[src/rtl/implication_checker_pkg.sv]
// rtl/implication_checker_pkg.sv - shared types and parameter defaults for the implication checker
package implication_checker_pkg;

    typedef enum logic {
        IDLE = 1'b0,
        WAIT = 1'b1
    } chk_state_e;

    localparam int DEF_NCH   = 4;
    localparam int DEF_WIN_W = 4;
    localparam int DEF_CNT_W = 16;

endpackage

[src/rtl/impl_chk_channel.sv]
// rtl/impl_chk_channel.sv - one implication channel: FSM, window counter, pass/fail counters, sticky fail
module impl_chk_channel
    import implication_checker_pkg::*;
#(
    parameter int WIN_W = DEF_WIN_W,
    parameter int CNT_W = DEF_CNT_W
) (
    input  logic             clk,
    input  logic             rst_n,
    input  logic             enable,
    input  logic             clr,
    input  logic             ante,
    input  logic             cons,
    input  logic [WIN_W-1:0] win,
    output logic             busy,
    output logic             pass_pulse,
    output logic             fail_pulse,
    output logic             fail_sticky,
    output logic [CNT_W-1:0] pass_cnt,
    output logic [CNT_W-1:0] fail_cnt
);

    chk_state_e       state;
    chk_state_e       state_nxt;
    logic [WIN_W-1:0] remain;
    logic [WIN_W-1:0] remain_nxt;
    logic             pass_nxt;
    logic             fail_nxt;

    // remain holds the cycles left in the window, loaded once at the antecedent,
    // so later changes on win cannot disturb an attempt in flight.
    always_comb begin
        state_nxt  = state;
        remain_nxt = remain;
        pass_nxt   = 1'b0;
        fail_nxt   = 1'b0;
        if (!enable) begin
            state_nxt  = IDLE;
            remain_nxt = '0;
        end else begin
            case (state)
                IDLE: begin
                    if (ante) begin
                        if (win == '0) begin
                            pass_nxt = cons;
                            fail_nxt = ~cons;
                        end else begin
                            state_nxt  = WAIT;
                            remain_nxt = win;
                        end
                    end
                end
                WAIT: begin
                    if (cons) begin
                        pass_nxt   = 1'b1;
                        state_nxt  = IDLE;
                        remain_nxt = '0;
                    end else if (remain == WIN_W'(1)) begin
                        fail_nxt   = 1'b1;
                        state_nxt  = IDLE;
                        remain_nxt = '0;
                    end else begin
                        remain_nxt = remain - WIN_W'(1);
                    end
                end
                default: begin
                    state_nxt  = IDLE;
                    remain_nxt = '0;
                end
            endcase
        end
    end

    always_ff @(posedge clk or negedge rst_n) begin
        if (!rst_n) begin
            state      <= IDLE;
            remain     <= '0;
            busy       <= 1'b0;
            pass_pulse <= 1'b0;
            fail_pulse <= 1'b0;
        end else begin
            state      <= state_nxt;
            remain     <= remain_nxt;
            busy       <= (state_nxt == WAIT);
            pass_pulse <= pass_nxt;
            fail_pulse <= fail_nxt;
        end
    end

    // Counters move on the same edge as their pulse; a clear that coincides with
    // a pulse leaves that one event recorded.
    always_ff @(posedge clk or negedge rst_n) begin
        if (!rst_n) begin
            pass_cnt    <= '0;
            fail_cnt    <= '0;
            fail_sticky <= 1'b0;
        end else begin
            if (clr) begin
                pass_cnt <= CNT_W'(pass_nxt);
            end else if (pass_nxt && (pass_cnt != '1)) begin
                pass_cnt <= pass_cnt + CNT_W'(1);
            end

            if (clr) begin
                fail_cnt <= CNT_W'(fail_nxt);
            end else if (fail_nxt && (fail_cnt != '1)) begin
                fail_cnt <= fail_cnt + CNT_W'(1);
            end

            fail_sticky <= (fail_sticky & ~clr) | fail_nxt;
        end
    end

endmodule

[config.mk]
export PLATFORM = sky130hd
export DESIGN_NAME = impl_chk_channel
export DESIGN_NICKNAME = d
export VERILOG_FILES = /design/src/rtl/implication_checker_pkg.sv /design/src/rtl/impl_chk_channel.sv
export SDC_FILE = /design/constraint.sdc
export NUM_CORES = 1
export LEC_CHECK = 0
export BUFFER_PORTS_ARGS = -buffer_cell sky130_fd_sc_hd__buf_2
export CORE_ASPECT_RATIO = 0.7
export CORE_MARGIN = 5
export CORE_UTILIZATION = 30
export DETAILED_ROUTE_END_ITERATION = 12
export SETUP_SLACK_MARGIN = 0.02
export SLEW_MARGIN = 40
export SYNTH_ARGS = -nofsm -noshare
export SYNTH_HDL_FRONTEND = slang
export SYNTH_SLANG_ARGS = --single-unit
export TNS_END_PERCENT = 10
[constraint.sdc]
create_clock -name clk -period 4.7 [get_ports clk]
set_input_delay 0.47 -clock clk [delete_from_list [all_inputs] [get_ports clk]]
set_output_delay 0.47 -clock clk [all_outputs]
set_load 0.01 [all_outputs]
==> run metrics <==
result of the run=finished, final reports clean; critical path fanouts, max=15; TNS Setup=0 ns; CP cell instances=buf_2 -> nor4_4 -> a41oi_2 -> or4_4 -> or4_1 -> a21oi_1; Port Buffers=45; DR vias=1876; # setup viols final=0; vias in the first global route=between 1500 and 2000; reg2reg setup slack=2.42 ns; GPL Wtd Cong=0.781; Final min period=~2.3 ns; yosys warns=0; CTS resizes=0; antenna violations before repair=0; synthesized area per cell=9.34 um^2; GRT Total Usage=12.2%; Worst Max-Slew Pin Slew=0.728 ns; Slew Viols, Final=0; RSZ-0062 raised after global routing=false; P_leak=~1.1 nW; Hold Vio Cnt, Final=0; met2 wire length=about 2.2 mm; CP required=4.92 ns; Post-Place Cell Area=2510 um^2; post-route met1 wirelength=2.63 mm; IO Pins=46; Bufs on Longest Clock Path=2; Setup crit start kind=input port; # diodes=0; PwrDens=roughly 260 nW/um^2; top_reg_cell synth=dfrtp_1; setup repair bufs after CTS=0; fmax=428 MHz; first-pass GRT wire length=8.99 mm; Antenna Violating Nets Remaining=0; Reg clk slew, reported paths=0.08 ns; post-synthesis cell area=2180 um^2; maxcap violations=0; Worst Hold Class=in2async; fraction of layout cells with a size suffix above 1=21.6%; Routed met3 length=approximately 330 um; CTS tree=built; top sig layer=met4; worst IR drop on VDD=0.0000985 V; TritonRoute pass-1 iters=5; Clock Skew=0.00561 ns; clock sink total=40; average wire per standard cell=13.8 um; EDFF count, synth=0; Yosys reg bits=40; Core ar.=7190 um^2; worst r2r src=pass_cnt[0]; CTS Buf Count=5; crit path DAT=2.56 ns; Post-synth ARST share=100%; register area share after synthesis=45.8%; Root Driver=clkbuf_8; # rows=26; Synth Net Count=roughly 250; CTS H-tree lvls=2; Die ar.=9120 um^2; routed vias/inst=4.99; Die Span X=112 um; DRT Wirelength=5.21 mm; Slew headroom=51.1%; Setup crit start=win[0]; GR Overflow Total=0; worst hold slack=0.141 ns; worst setup path endpoint=pass_cnt[11]; CP max-delay cell=or4_4; R2R depth=6; detailed placement HPWL=3.73 mm; # hold bufs at CTS=0; Iter 0 DRT Violations=50; CP Class=in2reg; number of distinct library cells after synthesis=39; Crit path largest cell delay=0.67 ns; area delta synth->final=20.0%; Worst R2R End=pass_cnt[15]; Gate Count Post-Synth=234; largest net degree at the start of global routing=41; Final Instance Area=2620 um^2; Initial Util=a little under a third; Worst setup EP type=flop; Nets=291; period utilisation layout=a little under 50%; Die Span Y=81.4 um; worst-skew pair later-pin latency=0.29 ns; DRC=0
## Yosys cell counts (4+ instances only)
cell type,n,area (um^2)
nand2_1,12,45.0
xnor2_1,24,210
nor4_1,15,93.8
nor3_1,6,30.0
or3_1,4,25.0
o21ai_0,7,35.0
dfrtp_1,40,1000
clkbuf_1,10,37.5
inv_1,7,26.3
nand3_1,11,55.1
a21oi_1,7,35.0
nand4_1,9,56.3
nor2_1,35,131
ha_1,4,50.1
## cell type report
class                           instances  area (um^2)
Inverter                                7         26.3
Tap cell                               98          123
Fill cell                             755         4570
Multi-Input combinational cell        176         1120
Timing Repair Buffer                   47          243
Clock buffer                            6         72.6
Clock inverter                          2         35.0
Sequential cell                        40         1000
## sequential cells by signal, summed over array words and instances, names as in the netlist
register / flops
fail_pulse: 1
pass_pulse: 1
pass_cnt: 16
remain: 4
fail_sticky: 1
state: 1
fail_cnt: 16
## critical path: cells and delay by family
kind | cells | cell delay, ns
AOI/OAI and AO/OA | 2 | 0.55
buffers and inverters | 1 | 0.12
and+or+nand+nor | 3 | 1.42
## kinds of logic (layout without fill, tap and decap cells)
group           after synthesis  in the layout  share of synthesized area, %
compound gates               24             24                          6.99
xor+xnor                     26             26                          10.4
fa+ha+maj                     4              4                          2.29
buf+inv                      18             62                          3.09
flops                        40             40                          45.8
mux                           2              2                         0.916
simple gates                120            120                          30.5
## layer usage
layer  up-vias  global-route usage [%]
li1        919                       -
met1       906                    16.9
met2        44                    18.5
met3         7                    3.95
met4         0                    3.00
met5         -                       0
## where the power goes
part / total (mW) / switching [mW] / internal, mW
logic: 0.0468 / 0.0287 / 0.0181
registers: 0.355 / 0.00669 / 0.349
clock network: 0.281 / 0.123 / 0.158
total: 0.683 / 0.158 / 0.525
## placed cells by master, fill, tap and decap left out, drive strengths merged, types with 2 or more instances in the layout
| cell type | synthesis | layout |
|---|---|---|
| buf | 1 | 47 |
| dfrtp | 40 | 40 |
| nor2 | 35 | 35 |
| xnor2 | 24 | 24 |
| nor4 | 16 | 16 |
| nand2 | 12 | 12 |
| nand3 | 11 | 11 |
| nand4 | 10 | 10 |
| inv | 7 | 7 |
| o21ai | 7 | 7 |
| a21oi | 7 | 7 |
| nor3 | 6 | 6 |
| clkbuf | 10 | 6 |
| or3 | 4 | 4 |
| ha | 4 | 4 |
| and3 | 3 | 3 |
| nor3b | 3 | 3 |
| nor2b | 3 | 3 |
| and2 | 3 | 3 |
| o22ai | 3 | 3 |
| nor4b | 3 | 3 |
| or4 | 3 | 3 |
| nand2b | 2 | 2 |
| and4 | 2 | 2 |
| mux2i | 2 | 2 |
| xor2 | 2 | 2 |
| o31ai | 2 | 2 |
## metrics by stage
step	setup slack, ns	power, mW	instances	util (%)
final	2.36	0.683	376	36.5
after floorplan	2.52	0.390	234	-
after global placement	2.10	0.409	368	34.9
after detailed placement	2.04	0.411	368	34.9
after global routing	2.27	0.718	376	36.5
after CTS	2.35	0.694	376	36.4
## how the worst min path moves through the flow
| stage | depth (start not counted) | slack (ns) | end | startpoint |
|---|---|---|---|---|
| CTS | 1 | 0.16 | pass_cnt[13] | rst_n |
| detailed placement | 1 | 0.49 | pass_cnt[13] | rst_n |
| global route | 1 | 0.18 | pass_cnt[5] | rst_n |
| finish | 1 | 0.14 | pass_cnt[5] | rst_n |
| global placement | 2 | 0.51 | fail_sticky | fail_sticky |
| floorplan | 0 | 0.17 | fail_cnt[0] | rst_n |
(Power assumes the default switching activity.)
